### src/rtl/execute_cycle.sv
// Execute stage of the RV32I pipeline: operand forwarding, ALU, branch resolution, EX/MEM register.
// Build option EXEC_FWD_EN enables the ForwardA_E/ForwardB_E operand muxes; otherwise RD1_E/RD2_E are used directly.
module execute_cycle (
    input  logic        clk,
    input  logic        rst,
    input  logic        RegWriteE,
    input  logic        ALUSrcE,
    input  logic        MemWriteE,
    input  logic        ResultSrcE,
    input  logic        BranchE,
    input  logic [2:0]  ALUControlE,
    input  logic [31:0] RD1_E,
    input  logic [31:0] RD2_E,
    input  logic [31:0] Imm_Ext_E,
    input  logic [4:0]  RD_E,
    input  logic [31:0] PCE,
    input  logic [31:0] PCPlus4E,
    input  logic [1:0]  ForwardA_E,
    input  logic [1:0]  ForwardB_E,
    input  logic [31:0] ResultW,
    output logic        PCSrcE,
    output logic [31:0] PCTargetE,
    output logic        RegWriteM,
    output logic        MemWriteM,
    output logic        ResultSrcM,
    output logic [4:0]  RD_M,
    output logic [31:0] ALU_ResultM,
    output logic [31:0] WriteDataM,
    output logic [31:0] PCPlus4M
);

    localparam logic [2:0] ALU_ADD = 3'b000;
    localparam logic [2:0] ALU_SUB = 3'b001;
    localparam logic [2:0] ALU_AND = 3'b010;
    localparam logic [2:0] ALU_OR  = 3'b011;
    localparam logic [2:0] ALU_SLT = 3'b101;

    logic [31:0] src_a;
    logic [31:0] fwd_b;
    logic [31:0] src_b;
    logic [31:0] alu_result;
    logic        zero;

    logic        reg_write_q,  reg_write_d;
    logic        mem_write_q,  mem_write_d;
    logic        result_src_q, result_src_d;
    logic [4:0]  rd_q,         rd_d;
    logic [31:0] alu_result_q, alu_result_d;
    logic [31:0] write_data_q, write_data_d;
    logic [31:0] pc_plus4_q,   pc_plus4_d;

`ifdef EXEC_FWD_EN
    // 2'b10 feeds back the EX/MEM register for back-to-back dependencies
    always_comb begin
        src_a = RD1_E;
        case (ForwardA_E)
            2'b01:   src_a = ResultW;
            2'b10:   src_a = alu_result_q;
            default: src_a = RD1_E;
        endcase
    end

    always_comb begin
        fwd_b = RD2_E;
        case (ForwardB_E)
            2'b01:   fwd_b = ResultW;
            2'b10:   fwd_b = alu_result_q;
            default: fwd_b = RD2_E;
        endcase
    end
`else
    logic unused_fwd;
    assign unused_fwd = ^{ForwardA_E, ForwardB_E, ResultW};
    assign src_a      = RD1_E;
    assign fwd_b      = RD2_E;
`endif

    assign src_b = ALUSrcE ? Imm_Ext_E : fwd_b;

    always_comb begin
        alu_result = 32'h0;
        case (ALUControlE)
            ALU_ADD: alu_result = src_a + src_b;
            ALU_SUB: alu_result = src_a - src_b;
            ALU_AND: alu_result = src_a & src_b;
            ALU_OR:  alu_result = src_a | src_b;
            ALU_SLT: alu_result = {31'h0, ($signed(src_a) < $signed(src_b))};
            default: alu_result = 32'h0;
        endcase
    end

    assign zero      = (alu_result == 32'h0);
    // Taken-branch is suppressed during reset so fetch never redirects on garbage
    assign PCSrcE    = rst & BranchE & zero;
    assign PCTargetE = PCE + Imm_Ext_E;

    always_comb begin
        reg_write_d  = RegWriteE;
        mem_write_d  = MemWriteE;
        result_src_d = ResultSrcE;
        rd_d         = RD_E;
        alu_result_d = alu_result;
        write_data_d = fwd_b;
        pc_plus4_d   = PCPlus4E;
    end

    always_ff @(posedge clk or negedge rst) begin
        if (!rst) begin
            reg_write_q  <= 1'b0;
            mem_write_q  <= 1'b0;
            result_src_q <= 1'b0;
            rd_q         <= 5'h00;
            alu_result_q <= 32'h0;
            write_data_q <= 32'h0;
            pc_plus4_q   <= 32'h0;
        end else begin
            reg_write_q  <= reg_write_d;
            mem_write_q  <= mem_write_d;
            result_src_q <= result_src_d;
            rd_q         <= rd_d;
            alu_result_q <= alu_result_d;
            write_data_q <= write_data_d;
            pc_plus4_q   <= pc_plus4_d;
        end
    end

    assign RegWriteM   = reg_write_q;
    assign MemWriteM   = mem_write_q;
    assign ResultSrcM  = result_src_q;
    assign RD_M        = rd_q;
    assign ALU_ResultM = alu_result_q;
    assign WriteDataM  = write_data_q;
    assign PCPlus4M    = pc_plus4_q;

endmodule

### config.mk
export PLATFORM = sky130hd
export DESIGN_NAME = execute_cycle
export DESIGN_NICKNAME = d
export VERILOG_FILES = /design/src/rtl/execute_cycle.sv
export SDC_FILE = /design/constraint.sdc
export NUM_CORES = 1
export LEC_CHECK = 0
export ABC_AREA = 1
export ABC_CLOCK_PERIOD_IN_PS = 4000
export BUFFER_PORTS_ARGS = -buffer_cell sky130_fd_sc_hd__buf_2
export CORE_MARGIN = 2
export CORE_UTILIZATION = 45
export DETAILED_ROUTE_END_ITERATION = 6
export HOLD_SLACK_MARGIN = 0.15
export PLACE_DENSITY = 0.75
export SLEW_MARGIN = 15
export SYNTH_ARGS = -nofsm -noshare
export SYNTH_HDL_FRONTEND = slang
export SYNTH_SLANG_ARGS = --single-unit
### constraint.sdc
create_clock -name clk -period 4 [get_ports clk]
set_input_delay 0.8 -clock clk [delete_from_list [all_inputs] [get_ports clk]]
set_output_delay 0.8 -clock clk [all_outputs]
set_load 0.02 [all_outputs]
==> summary.md <==
| Metric | Value |
|---|---|
| Status | `finished, violations left` |
| Violations in the final reports | `setup timing` |
| Largest net degree at the start of global routing | `between 50 and 60` |
| RSZ-0062 raised after global routing | `true` |
| Hold crit path type | `input pin to flop` |
| Die width | `roughly 160 µm` |
| Detailed-route wire length per cell | `16.24 µm` |
| Setup ws final | `-0.4668 ns` |
| H-tree Lvls | `3` |
| Peak VDD IR | `just under 0.0002 V` |
| Total global-route track usage | `33.53%` |
| Synth Area per Inst | `6.292 µm²` |
| Vias | `13937` |
| First-pass DRT Iterations | `5` |
| Cell variety after synth | `39` |
| Max Cap Violations | `0` |
| Fin. max-slew vios | `0` |
| Hold WS | `0.5283 ns` |
| Critical Path AT | `about 4.7 ns` |
| CP most frequent cell | `buf_4` |
| Cell Area, Placed | `0.01539 mm²` |
| CTS tree | `done` |
| Gpl congestion | `1.010` |
| Slew margin rel. | `slightly above 50%` |
| YS warnings | `0` |
| I/O pin count | `348` |
| Area Growth Syn to Fin | `56.02%` |
| PwrDens | `276.7 mW/mm²` |
| Area of the multi-input gates | `about 0.0077 mm²` |
| # DRC | `0` |
| Grt ovf | `0` |
| Number of inserted diodes | `0` |
| Core Rows | `57` |
| Sequential cell area | `0.002603 mm²` |
| Core area | `0.02411 mm²` |
| Crit. End Element | `flop` |
| Die area | `0.02556 mm²` |
| Antenna-violating nets left | `0` |
| Syn nets | `2079` |
| Clk slew on worst S/H paths | `0.09 ns` |
| CP Buf/Inv Count | `21` |
| Hpwl dp | `36190 µm` |
| CTS max path bufs | `2` |
| Final hold violations | `0` |
| Routed wire length | `44750 µm` |
| CTS Root Cell | `clkbuf_16` |
| Tmin final | `between 4 and 5 ns` |
| CP startpoint kind | `input pin` |
| DRT iter0 DRCs | `932` |
| Post-route insts no fill | `2756` |
| Overall Power | `roughly 4.7 mW` |
| Critical path type | `input pin to flop` |
| Port Buffers | `311` |
| Placed insts | `2690` |
| TritonCTS Buffers | `9` |
| Design Area, Final | `0.01706 mm²` |
| Post-CTS Hold Fix Bufs | `0` |
| Die Y-Extent | `159.9 µm` |
| Mapped cell area | `0.01094 mm²` |
| DP Worst Slack | `-0.7279 ns` |
| Share of cells above drive strength 1 | `approximately two fifths` |
| Fill cell count | `approximately 2100` |
| Most common cell after layout, fill and taps aside | `nand2_1` |
| Seq/Total Area, Yosys | `between 20% and 30%` |
| Delay-heaviest family, CP | `buffers and inverters` |
| Most frequent cells in the layout | `427 x nand2_1, 397 x buf_4, 324 x inv_1, 307 x buf_2, 137 x nor2_1` |
| Fin nets | `approximately 2800` |
| Critical Path RT | `4.26 ns` |
| Util after Layout | `~71%` |
| Worst-margin pin slew | `0.7393 ns` |
| Setup violations, final | `3` |
| Initial Util | `45.36%` |
| Initial antenna violation count | `0` |
| Synth Instances | `between 1500 and 2000` |
| Tcrit/Tclk final | `111.7%` |
| Worst path max stage delay | `0.36 ns` |
| Slowest-stage cell, CP | `fa_2` |
| Crit-path max FO | `12` |
| Synth Register Bits | `104` |
| DR vias/cell | `5.057` |
| P_leak | `around 9.7 nW` |
| Vias in the first global route | `roughly 13000` |
| Global-route wire length before repair | `67680 µm` |
| FMAX | `roughly 220 MHz` |
| Setup TNS Final | `-1.140 ns` |
| # clock sinks | `104` |
==> layer usage <==
metal	track usage (%)	part of all wire, %	vias to the layer above
met5	0	0	-
met4	12.08	3.6	0
met3	3.922	7.4	90
met2	58.17	47	632
met1	43.12	42	6395
li1	-	-	6820
==> timing repair <==
item | CTS | global route
pin swaps | 33 | 31
buffers inserted | 37 | 10
cloned | 1 | 2
endpoints found under the setup margin | 2 | 11
resized for setup | 175 | 98
==> area by class of cell <==
type,count,share of cell area [%]
multi-input combinational,1255,45.09
timing repair buffer,722,28.20
sequential,104,15.25
inverter,335,7.385
tap,324,2.376
clock buffer,10,1.342
clock inverter,6,0.3593
==> power breakdown <==
group          switching, mW  total (mW)  internal [mW]  leakage [nW]
sequential            0.0175        1.14           1.13          1.25
combinational           1.52        2.65           1.13          8.28
clock                  0.490       0.931          0.441         0.138
total                   2.02        4.72           2.70          9.67
==> synthesized netlist by cell type, drive strengths merged <==
cell type  instances  area, µm²
ha               127       1589
o21a               5      37.54
o21ai            110      550.5
xor2              22      192.7
clkbuf             8      30.03
o22ai             11      68.82
nor4               4      25.02
a31oi              4      25.02
o21bai            10      75.07
a221oi             2      17.52
inv              335       1257
o221a              1      11.26
and2               1      6.260
a21oi            104      528.0
o2111ai            1      8.760
nand4             16      100.1
or2                1      6.260
xnor2             10      87.58
nand2            463       1743
a21o               5      37.54
nand3            131      670.6
buf               36      251.5
dfrtp            104       2603
nand3b            14      105.1
nor2             192      748.2
fa                 3      60.06
a21boi             2      15.02
nor3              14      70.07
o211ai             2      15.01
==> sequential cells by signal (all words and copies together) (netlist names) <==
| register | count |
|---|---|
| ALU_ResultM | 32 |
| MemWriteM | 1 |
| PCPlus4M | 32 |
| RD_M | 5 |
| RegWriteM | 1 |
| ResultSrcM | 1 |
| WriteDataM | 32 |
==> logic make-up after synthesis <==
group                    after synthesis  share of synthesized area [%]
buffers and inverters                379                          14.07
AO/OA/AOI/OAI                        257                          12.71
AND/OR/NAND/NOR                      836                          31.77
adder cells (fa/ha/maj)              130                          15.08
XOR/XNOR                              32                          2.563
flip-flops                           104                          23.80
==> worst paths after layout <==
check,from,end,cells past startpoint
worst max-delay path,ALUSrcE,ALU_ResultM[12],33
worst min-delay path,PCPlus4E[25],PCPlus4M[25],1
max in group asynchronous,rst,ALU_ResultM[3],3
min in group asynchronous,rst,ALU_ResultM[10],2
Power figures use the tool's default switching activity.
